`config.mk`:
```
export PLATFORM = sky130hd
export DESIGN_NAME = snn_spike_rate_decoder_flat
export DESIGN_NICKNAME = d
export VERILOG_FILES = /design/src/rtl/snn_spike_rate_decoder_pkg.sv /design/src/rtl/snn_spike_rate_decoder_if.sv /design/src/rtl/snn_sat_counter.sv /design/src/rtl/snn_spike_rate_decoder.sv /design/src/flat_wrapper.sv
export SDC_FILE = /design/constraint.sdc
export NUM_CORES = 1
export LEC_CHECK = 0
export ABC_CLOCK_PERIOD_IN_PS = 3500
export CAP_MARGIN = 40
export CORE_MARGIN = 5
export CORE_UTILIZATION = 50
export DETAILED_ROUTE_END_ITERATION = 7
export DONT_BUFFER_PORTS = 1
export PLACE_DENSITY_LB_ADDON = 0.15
export SYNTH_ARGS = -nofsm -noshare
export SYNTH_HDL_FRONTEND = slang
export SYNTH_HIERARCHICAL = 1
export SYNTH_SLANG_ARGS = --single-unit
```
`constraint.sdc`:
```
create_clock -name clk -period 3.5 [get_ports clk]
set_input_delay 0.7 -clock clk [delete_from_list [all_inputs] [get_ports clk]]
set_output_delay 0.7 -clock clk [all_outputs]
set_load 0.01 [all_outputs]
```
`src/rtl/snn_spike_rate_decoder_pkg.sv`:
```
// ============================================================================
// Module      : snn_spike_rate_decoder_pkg
// Description : Shared constants, FSM state encoding and helpers for the
//               spike-rate decoder.
// Revision    : 1.0 - initial release
// ============================================================================
`default_nettype none

package snn_spike_rate_decoder_pkg;

    localparam int N_OUT_DEF = 2;
    localparam int CNT_W_DEF = 8;
    localparam int WIN_W_DEF = 12;

    // Largest value a default-width channel counter can hold.
    localparam int unsigned CNT_MAX_DEF = (1 << CNT_W_DEF) - 1;

    typedef enum logic [1:0] {
        ST_IDLE   = 2'd0,
        ST_COUNT  = 2'd1,
        ST_DECIDE = 2'd2,
        ST_REPORT = 2'd3
    } state_t;

    function automatic int cls_width(input int n);
        return (n <= 1) ? 1 : $clog2(n);
    endfunction

endpackage

`default_nettype wire

```
`src/rtl/snn_spike_rate_decoder_if.sv`:
```
// ============================================================================
// Module      : snn_spike_rate_decoder_if
// Description : Control/spike/result bundle of the spike-rate decoder.
//               all_cnt exists only when SNN_DECODER_COUNTS_EN is defined.
// Revision    : 1.0 - initial release
// ============================================================================
`default_nettype none

interface snn_spike_rate_decoder_if
    import snn_spike_rate_decoder_pkg::*;
#(
    parameter int N_OUT = N_OUT_DEF,
    parameter int CNT_W = CNT_W_DEF,
    parameter int WIN_W = WIN_W_DEF,
    parameter int CLS_W = cls_width(N_OUT)
) ();

    logic                   start;
    logic [WIN_W-1:0]       win_len;
    logic [N_OUT-1:0]       spike_in;
    logic                   busy;
    logic                   class_valid;
    logic [CLS_W-1:0]       class_idx;
    logic [CNT_W-1:0]       class_cnt;
    logic                   no_spike;
`ifdef SNN_DECODER_COUNTS_EN
    logic [N_OUT*CNT_W-1:0] all_cnt;
`endif

    modport master (
        output start, win_len, spike_in,
        input  busy, class_valid, class_idx, class_cnt, no_spike
`ifdef SNN_DECODER_COUNTS_EN
        , input all_cnt
`endif
    );

    modport slave (
        input  start, win_len, spike_in,
        output busy, class_valid, class_idx, class_cnt, no_spike
`ifdef SNN_DECODER_COUNTS_EN
        , output all_cnt
`endif
    );

endinterface

`default_nettype wire

```
`src/rtl/snn_sat_counter.sv`:
```
// ============================================================================
// Module      : snn_sat_counter
// Description : CNT_W-bit up counter with synchronous clear that sticks at
//               its maximum value instead of wrapping.
// Revision    : 1.0 - initial release
// ============================================================================
`default_nettype none

module snn_sat_counter
    import snn_spike_rate_decoder_pkg::*;
#(
    parameter int CNT_W = CNT_W_DEF
) (
    input  wire logic             clk,
    input  wire logic             rst_n,
    input  wire logic             i_clr,
    input  wire logic             i_inc,
    output      logic [CNT_W-1:0] o_cnt
);

    localparam logic [CNT_W-1:0] c_cnt_max = '1;

    logic [CNT_W-1:0] r_cnt;

    always_ff @(posedge clk or negedge rst_n) begin
        if (!rst_n) begin
            r_cnt <= '0;
        end else if (i_clr) begin
            r_cnt <= '0;
        end else if (i_inc && (r_cnt != c_cnt_max)) begin
            r_cnt <= r_cnt + CNT_W'(1);
        end
    end

    assign o_cnt = r_cnt;

endmodule

`default_nettype wire

```
`src/rtl/snn_spike_rate_decoder.sv`:
```
// ============================================================================
// Module      : snn_spike_rate_decoder
// Description : Counts per-class spikes over a programmable window, picks the
//               winner by sequential argmax and pulses class_valid.
//               Optional macro SNN_DECODER_COUNTS_EN exposes all_cnt.
// Revision    : 1.0 - initial release
// ============================================================================
`default_nettype none

module snn_spike_rate_decoder
    import snn_spike_rate_decoder_pkg::*;
#(
    parameter int N_OUT = N_OUT_DEF,
    parameter int CNT_W = CNT_W_DEF,
    parameter int WIN_W = WIN_W_DEF,
    parameter int CLS_W = cls_width(N_OUT)
) (
    input  wire logic              clk,
    input  wire logic              rst_n,
    snn_spike_rate_decoder_if.slave bus
);

    state_t             r_state;
    state_t             w_next_state;
    logic [WIN_W-1:0]   r_remaining;
    logic [CLS_W-1:0]   r_k;
    logic [CLS_W-1:0]   r_best_idx;
    logic [CNT_W-1:0]   r_best_cnt;
    logic               r_class_valid;
    logic [CLS_W-1:0]   r_class_idx;
    logic [CNT_W-1:0]   r_class_cnt;
    logic               r_no_spike;

    logic               w_accept;
    logic               w_last_k;
    logic [N_OUT-1:0]   w_cnt_inc;
    logic [CNT_W-1:0]   w_cnt [N_OUT];
    logic [CNT_W-1:0]   w_sel_cnt;

`ifdef SNN_DECODER_COUNTS_EN
    logic [N_OUT*CNT_W-1:0] w_all_cnt;
    logic [N_OUT*CNT_W-1:0] r_all_cnt;
`endif

    assign w_accept  = (r_state == ST_IDLE) && bus.start && (bus.win_len != '0);
    assign w_last_k  = (r_k == CLS_W'(N_OUT - 1));
    assign w_cnt_inc = (r_state == ST_COUNT) ? bus.spike_in : '0;
    assign w_sel_cnt = w_cnt[r_k];

    generate
        for (genvar k = 0; k < N_OUT; k++) begin : g_ch
            snn_sat_counter #(
                .CNT_W (CNT_W)
            ) u_cnt (
                .clk   (clk),
                .rst_n (rst_n),
                .i_clr (w_accept),
                .i_inc (w_cnt_inc[k]),
                .o_cnt (w_cnt[k])
            );
`ifdef SNN_DECODER_COUNTS_EN
            assign w_all_cnt[k*CNT_W +: CNT_W] = w_cnt[k];
`endif
        end
    endgenerate

    always_ff @(posedge clk or negedge rst_n) begin
        if (!rst_n) begin
            r_state <= ST_IDLE;
        end else begin
            r_state <= w_next_state;
        end
    end

    always_comb begin
        w_next_state = r_state;
        case (r_state)
            ST_IDLE:   if (w_accept)                          w_next_state = ST_COUNT;
            ST_COUNT:  if (r_remaining == WIN_W'(1))          w_next_state = ST_DECIDE;
            ST_DECIDE: if (w_last_k)                          w_next_state = ST_REPORT;
            ST_REPORT:                                        w_next_state = ST_IDLE;
            default:                                          w_next_state = ST_IDLE;
        endcase
    end

    always_ff @(posedge clk or negedge rst_n) begin
        if (!rst_n) begin
            r_remaining   <= '0;
            r_k           <= '0;
            r_best_idx    <= '0;
            r_best_cnt    <= '0;
            r_class_valid <= 1'b0;
            r_class_idx   <= '0;
            r_class_cnt   <= '0;
            r_no_spike    <= 1'b0;
`ifdef SNN_DECODER_COUNTS_EN
            r_all_cnt     <= '0;
`endif
        end else begin
            r_class_valid <= 1'b0;
            case (r_state)
                ST_IDLE: begin
                    if (w_accept) begin
                        r_remaining <= bus.win_len;
                        r_k         <= '0;
                        r_best_idx  <= '0;
                        r_best_cnt  <= '0;
                    end
                end
                ST_COUNT: begin
                    r_remaining <= r_remaining - WIN_W'(1);
                end
                ST_DECIDE: begin
                    // Strictly-greater keeps the lowest index on ties.
                    if (w_sel_cnt > r_best_cnt) begin
                        r_best_idx <= r_k;
                        r_best_cnt <= w_sel_cnt;
                    end
                    if (!w_last_k) begin
                        r_k <= r_k + CLS_W'(1);
                    end
                end
                ST_REPORT: begin
                    r_class_valid <= 1'b1;
                    r_class_idx   <= r_best_idx;
                    r_class_cnt   <= r_best_cnt;
                    r_no_spike    <= (r_best_cnt == '0);
`ifdef SNN_DECODER_COUNTS_EN
                    r_all_cnt     <= w_all_cnt;
`endif
                end
                default: begin
                    r_class_valid <= 1'b0;
                end
            endcase
        end
    end

    assign bus.busy        = (r_state != ST_IDLE);
    assign bus.class_valid = r_class_valid;
    assign bus.class_idx   = r_class_idx;
    assign bus.class_cnt   = r_class_cnt;
    assign bus.no_spike    = r_no_spike;
`ifdef SNN_DECODER_COUNTS_EN
    assign bus.all_cnt     = r_all_cnt;
`endif

endmodule

`default_nettype wire

```
`src/flat_wrapper.sv`:
```
// flat-port wrapper written by rule: the top's interface ports become plain ports
module snn_spike_rate_decoder_flat import snn_spike_rate_decoder_pkg::*;
#(
    parameter int N_OUT = N_OUT_DEF,
    parameter int CNT_W = CNT_W_DEF,
    parameter int WIN_W = WIN_W_DEF,
    parameter int CLS_W = cls_width(N_OUT)
)
  (clk, rst_n, bus_start, bus_win_len, bus_spike_in, bus_busy, bus_class_valid, bus_class_idx, bus_class_cnt, bus_no_spike);
  snn_spike_rate_decoder_if #(.N_OUT(N_OUT), .CNT_W(CNT_W), .WIN_W(WIN_W), .CLS_W(CLS_W)) bus_i ();
  input  wire logic clk;
  input  wire logic rst_n;
  input wire logic [$bits(bus_i.start)-1:0] bus_start;
  input wire logic [$bits(bus_i.win_len)-1:0] bus_win_len;
  input wire logic [$bits(bus_i.spike_in)-1:0] bus_spike_in;
  output wire logic [$bits(bus_i.busy)-1:0] bus_busy;
  output wire logic [$bits(bus_i.class_valid)-1:0] bus_class_valid;
  output wire logic [$bits(bus_i.class_idx)-1:0] bus_class_idx;
  output wire logic [$bits(bus_i.class_cnt)-1:0] bus_class_cnt;
  output wire logic [$bits(bus_i.no_spike)-1:0] bus_no_spike;
  assign bus_i.start = bus_start;
  assign bus_i.win_len = bus_win_len;
  assign bus_i.spike_in = bus_spike_in;
  assign bus_busy = bus_i.busy;
  assign bus_class_valid = bus_i.class_valid;
  assign bus_class_idx = bus_i.class_idx;
  assign bus_class_cnt = bus_i.class_cnt;
  assign bus_no_spike = bus_i.no_spike;
  snn_spike_rate_decoder #(.N_OUT(N_OUT), .CNT_W(CNT_W), .WIN_W(WIN_W), .CLS_W(CLS_W)) u_core (.clk(clk), .rst_n(rst_n), .bus(bus_i));
endmodule
```
After elaboration in Yosys (flattened, before gate mapping)
Cells that the tools add are included.
{"block": "word_totals", "regBits": 51, "in_bits": 17, "output_inout_bits": 12, "elab_cells": 67}
{"block": "classes", "addsub": 4, "n_lt_le_gt_ge": 2, "n_eq_ne": 10, "n_mux": 23, "n_bitwise": 1, "reduce_logical": 16}
{"op": "two-way mux 8 bit", "count": 9}
{"op": "case mux 12 bit (2 select lines)", "count": 1}
{"op": "adder 8 x 1 -> 8 bit, second input constant", "count": 2}
{"op": "!= test 8 bit, second input constant", "count": 2}
{"op": "case mux 8 bit (2 select lines)", "count": 1}
{"op": "equality test 12 x 1 -> 1 bit, second input constant", "count": 1}
{"op": "two-way mux 12 bit", "count": 1}
{"op": "nonzero test 12 bit", "count": 1}
{"op": "subtractor 12 x 1 -> 12 bit, second input constant", "count": 1}
{"op": "nonzero test 2 bit", "count": 5}
{"op": "> comparator 8 bit", "count": 1}
{"op": "logical NOT 8 bit", "count": 1}
{"op": "two-way mux 2 bit", "count": 4}
{"op": "case mux 2 bit (4 select lines)", "count": 1}
{"op": "AND reduction 3 bit", "count": 2}
{"op": "equality test 2 bit, second input constant", "count": 2}
{"op": "logical AND 1 bit", "count": 4}
{"op": "two-way mux 1 bit", "count": 4}
{"op": "!= test 2 x 1 -> 1 bit, second input constant", "count": 2}
{"op": "!= test 2 bit, second input constant", "count": 2}
{"op": "case mux 1 bit (2 select lines)", "count": 2}
{"op": "AND reduction 2 bit", "count": 2}
{"op": "equality test 2 x 1 -> 1 bit, second input constant", "count": 1}
{"op": "greater-or-equal comparator 2 bit, second input constant", "count": 1}
{"op": "3 further kinds", "count": 3}

Depth between registers and ports, before layout
{"block": "depth", "word_depth": 7, "depth_mapped": 10, "mapped_depth_nobuf": 8}

Hierarchy
The synthesis kept the hierarchy.
{"mod": "snn_spike_rate_decoder", "n_inst": 1, "cells_each": 255, "area_per_inst_um2": 2329.7, "seq_area_each_um2": 875.8}
{"mod": "snn_sat_counter", "n_inst": 2, "cells_each": 49, "area_per_inst_um2": 464.2, "seq_area_each_um2": 200.2}

Worst setup path after synthesis
No wires, ideal clock.
{"block": "synth_timing", "path_kind": "register to register", "startpoint": "reg u_core.r_k", "endpoint": "reg u_core.r_best_cnt[3]", "setup_time_ns": 0.146, "arrival_ns": 2.434, "required_time_ns": 3.354, "setup_slack_ns": 0.920, "path_stages_with_launch": 11, "n_path_buf": 2, "synth_period_minus_slack_ns": 2.580, "path_cell_list": "dfrtp_1 -> clkbuf_1 -> mux2_2 -> ha_1 -> nor2b_1 -> o211ai_1 -> a21oi_1 -> or2_2 -> buf_2 -> mux2_2 -> o311ai_0"}
{"block": "synth_via", "elab_chain_len": 7, "elab_cells_between_ends": 9, "cone_classes": "order compare: 1; eq/ne: 1; mux: 5; bitwise: 1; reduce/logical: 1"}
{"element": "from (decl)", "line_no": "snn_spike_rate_decoder.sv:26", "source": "logic [CLS_W-1:0] r_k;"}
{"element": "from (signal assigned)", "line_no": "snn_spike_rate_decoder.sv:120", "source": "r_k <= r_k + CLS_W'(1);"}
{"element": "NOT 1 -> 2 bit (not written as such) *", "line_no": "snn_spike_rate_decoder.sv:48", "source": "assign w_sel_cnt = w_cnt[r_k];"}
{"element": "two-way mux 8 bit (not written as such) * (3 in series)", "line_no": "snn_spike_rate_decoder.sv:48"}
{"element": "> comparator 8 bit", "line_no": "snn_spike_rate_decoder.sv:115", "source": "if (w_sel_cnt > r_best_cnt) begin"}
{"element": "!= test 2 x 1 -> 1 bit (no source line)"}
{"element": "AND reduction 3 bit (no source line)"}
{"element": "to (signal assigned)", "line_no": "snn_spike_rate_decoder.sv:117", "source": "r_best_cnt <= w_sel_cnt;"}
{"element": "to (decl)", "line_no": "snn_spike_rate_decoder.sv:28", "source": "logic [CNT_W-1:0] r_best_cnt;"}
Mark *: on every way between the ends. The rest lies on a longest branch, timed or not. The select of a mux whose other input is x is not followed.
A chain may end at the register's enable or synchronous reset.

Final worst setup path
{"block": "layout_timing", "startpoint": "reg u_core.r_k", "endpoint": "reg u_core.r_best_idx"}
{"block": "layout_via", "elab_chain_len": 7, "elab_cells_between_ends": 9, "cone_classes": "order compare: 1; eq/ne: 1; mux: 5; bitwise: 1; reduce/logical: 1"}
{"element": "NOT 1 -> 2 bit (not written as such)", "line_no": "snn_spike_rate_decoder.sv:48"}
{"element": "two-way mux 8 bit (not written as such) (3 in series)", "line_no": "snn_spike_rate_decoder.sv:48"}
{"element": "> comparator 8 bit", "line_no": "snn_spike_rate_decoder.sv:115"}
{"element": "!= test 2 x 1 -> 1 bit (no source line)"}
{"element": "AND reduction 3 bit (no source line)"}
{"element": "to (signal assigned)", "line_no": "snn_spike_rate_decoder.sv:116", "source": "r_best_idx <= r_k;"}
{"element": "to (decl)", "line_no": "snn_spike_rate_decoder.sv:27", "source": "logic [CLS_W-1:0] r_best_idx;"}
Several ways; a longest one is shown, not always the timed one. The select of a mux whose other input is x is not followed.

==> reports/qor.csv <==
stage,metric,value,unit
placement,port_buffers,0,
synth,synth.top_cell.area_share,0.392,
routing,drc,0,
synth,ys_ff_latch,51,
clocking,ctsHtreeMaxLevel,2,
layout,syn_to_final_growth,4.30,%
placement,pre_cts_slack,685,ps
power_and_ir_drop,internal-power,1340,uW
synth,async_flop_share,1.00,
layout,stdcell_area,3400,um2
floorplanning,die_x,90.7,um
critical_path,cp-start-kind,flip-flop,
routing,vias,2590,
routing,final_antenna_net_count,0,
layout,layout-drive-gt1-share,0.145,
timing,tightest_slew,872,ps
critical_path,endpoint_kind,flip-flop,
critical_path,critPathArrivalTime,3050,ps
clocking,post-cts-setup-buffers,0,
timing,layout_min_cycle_time,2840,ps
synth,ys_top_cells_by_area,"dfrtp_1 (39%), mux2_2 (9.0%), ha_1 (6.5%)",
layout,diodes,0,
floorplanning,num_rows,29,
layout,seq_area,1280,um2
timing,final.setup.tns,0,ps
clocking,cts_buffers,5,
synth,synth_fp_nets,387,
timing,rsz0062_at_grt,false,
clocking,insertion_delay,310,ps
routing,first_pass_iters,4,
placement,dp_hpwl,5.01,mm
routing,drtIter0Drc,89,
timing,holdWs,68.0,ps
clocking,cts.reportedPaths.clkPinSlew,100,ps
clocking,cts_tree,yes,
power_and_ir_drop,power_density,704,nW/um2
routing,wl_per_cell,16.4,um
layout,multi_input_area,1800,um2
synth,synth-edff-count,0,
power_and_ir_drop,p_sw,1050,uW
global_route,grt_pass1_vias,2552,
critical_path,crit_required,3710,ps
synth,syn_avg_cell_area,9.23,um2
timing,slew_headroom,0.418,
floorplanning,ios,29,
clocking,cts_root_buffer,clkbuf_8,
placement,placed_cell_area,3300,um2
timing,setup_viol,0,
global_route,antenna_found_initial,0,
layout,final_core_util,0.535,
timing,finalMaxSlewViolations,0,
timing,clock_skew,10.7,ps
power_and_ir_drop,p_comb_frac,0.460,
power_and_ir_drop,ir_drop,0.000397,V
power_and_ir_drop,clkPwrFrac,0.153,
synth,syn_area,3260,um2
synth,seq_area_frac_synth,0.392,
synth,yosysWarnings,6,
global_route,grt_pass1_wl,12.0,mm
timing,hold_viol,0,
floorplanning,core_area,6350,um2
timing,worst_slack,659,ps
layout,nNetsFinal,379,
clocking,cts_resized,0,
clocking,cts_hold_buf,0,
run_status,status,"finished, final reports clean",
synth,synth_cell_type_count,49,
power_and_ir_drop,switching_share,0.439,
global_route,grt_usage,0.173,
routing,wl,6.92,mm
worst_hold_path,worstHoldPathType,input pin to async pin,
clocking,cts.sinks,51,
timing,max_freq,352,MHz
synth,netlist_instances,353,
critical_path,crit_path_max_fanout,11,
floorplanning,die_h,90.7,um
timing,post-route-period-util,0.812,
synth,synth_ff_type,dfrtp_1,
critical_path,critPathKind,flip-flop to flip-flop,
power_and_ir_drop,seq_power_share,0.387,
layout,n_fill_cell,591,
global_route,globalRoute.totalOverflow,0,
power_and_ir_drop,p_leak,0.00138,uW
synth,synth_area_leader_cell,dfrtp_1,
flow_run,maxCapViolations,0,
clocking,cts_max_path_buffers,2,
floorplanning,initial_core_util,0.513,
floorplanning,dieArea,8230,um2
placement,gp_congestion,0.901,
global_route,grt_max_degree,52,
routing,vias_per_cell,6.12,
-- Yosys cell counts, drive strengths merged (5+ instances only) --
cell    number
dfrtp       51
inv         28
mux2        26
a21oi       22
nand2       21
nor2        21
o21ai       19
nand3       18
ha          17
o22a        13
clkbuf      12
nor3        11
nor2b        8
nor4         8
a31oi        7
nand2b       7
buf          6
o311ai       6
nand4        5
or3          5
-- metal layers --
| layer | global-route usage | vias to the layer above | share of wire |
|---|---|---|---|
| met5 | 0 | - | 0 |
| met4 | 0.0496 | 0 | 0.016 |
| met3 | 0.0400 | 11 | 0.037 |
| met2 | 0.281 | 39 | 0.47 |
| met1 | 0.228 | 1256 | 0.48 |
| li1 | - | 1284 | - |
-- cell usage in the layout, fill, tap and decap left out, types with 7 or more instances in the layout --
| cell | instances |
|---|---|
| mux2_2 | 26 |
| ha_1 | 17 |
| a31oi_1 | 7 |
| nand2b_1 | 7 |
| nand2_1 | 21 |
| a21oi_1 | 22 |
| o21ai_0 | 19 |
| dfrtp_1 | 51 |
| nor3_1 | 10 |
| o22a_1 | 11 |
| nand3_1 | 16 |
| nor2b_1 | 8 |
| nor2_1 | 21 |
| nor4_1 | 8 |
| inv_1 | 28 |
-- state kept, by name, indices dropped and copies added, names as in the netlist, 2 cells and up --
| register | cells |
|---|---|
| u_core/g_ch.u_cnt/o_cnt | 16 |
| u_core/r_remaining | 12 |
| u_core/bus.class_cnt | 8 |
| u_core/r_best_cnt | 8 |
| u_core/r_state | 2 |
-- path summary, 6_finish.rpt --
kind | start | end | slack, ps | cells past startpoint
min in group clk | u_core/r_remaining[10]$_DFFE_PN0P_ | u_core/r_remaining[10]$_DFFE_PN0P_ | 550 | 1
setup reg to reg | u_core/r_k$_DFFE_PN0P_ | u_core/r_best_idx$_DFFE_PN0P_ | 660 | 8
max in group asynchronous | rst_n | u_core/g_ch[1].u_cnt/o_cnt[4]$_DFFE_PN0P_ | 3300 | 0
hold / removal | rst_n | u_core/g_ch[0].u_cnt/o_cnt[2]$_DFFE_PN0P_ | 70 | 0
setup / recovery | u_core/r_k$_DFFE_PN0P_ | u_core/r_best_idx$_DFFE_PN0P_ | 660 | 8
hold reg to reg | u_core/r_remaining[10]$_DFFE_PN0P_ | u_core/r_remaining[10]$_DFFE_PN0P_ | 550 | 1
-- power groups by stage --
| stage | sequential, uW | clock (uW) | combinational [uW] |
|---|---|---|---|
| finish | 927 | 366 | 1100 |
| floorplan | 874 | 0 | 950 |
| global placement | 934 | 0 | 1080 |
| global route | 954 | 407 | 1250 |
| detailed placement | 941 | 0 | 1100 |
| CTS | 930 | 381 | 1110 |
-- through the flow --
step	total power [uW]	instances
floorplan	1820	353
global placement	2020	415
detailed placement	2040	415
CTS	2420	423
global route	2610	423
finish	2390	423
-- critical path, stage by stage, from the launching register on --
cell	delay (ps)
dfrtp_1	610
mux2_2	420
ha_1	300
nor2b_1	130
o211ai_1	150
a21oi_1	110
nor2_1	530
mux2_2	400
o311ai_0	80
-- cells by family (layout without fill, tap and decap cells) --
| group | count (synthesis) | count (layout) | share of synthesized area |
|---|---|---|---|
| and+or+nand+nor | 123 | 123 | 0.206 |
| AOI/OAI and AO/OA | 86 | 86 | 0.179 |
| DFF | 51 | 51 | 0.392 |
| buffers and inverters | 46 | 39 | 0.0549 |
| muxes | 30 | 30 | 0.103 |
| adders and majority gates | 17 | 17 | 0.0653 |
-- final cells by class --
| cell class | count | share of cell area |
|---|---|---|
| inverter | 28 | 0.0309 |
| tap | 77 | 0.0284 |
| clock buffer | 5 | 0.0203 |
| sequential | 51 | 0.376 |
| multi-input combinational | 256 | 0.531 |
| timing repair buffer | 3 | 0.00663 |
| clock inverter | 3 | 0.00773 |
(Power assumes the default switching activity.)
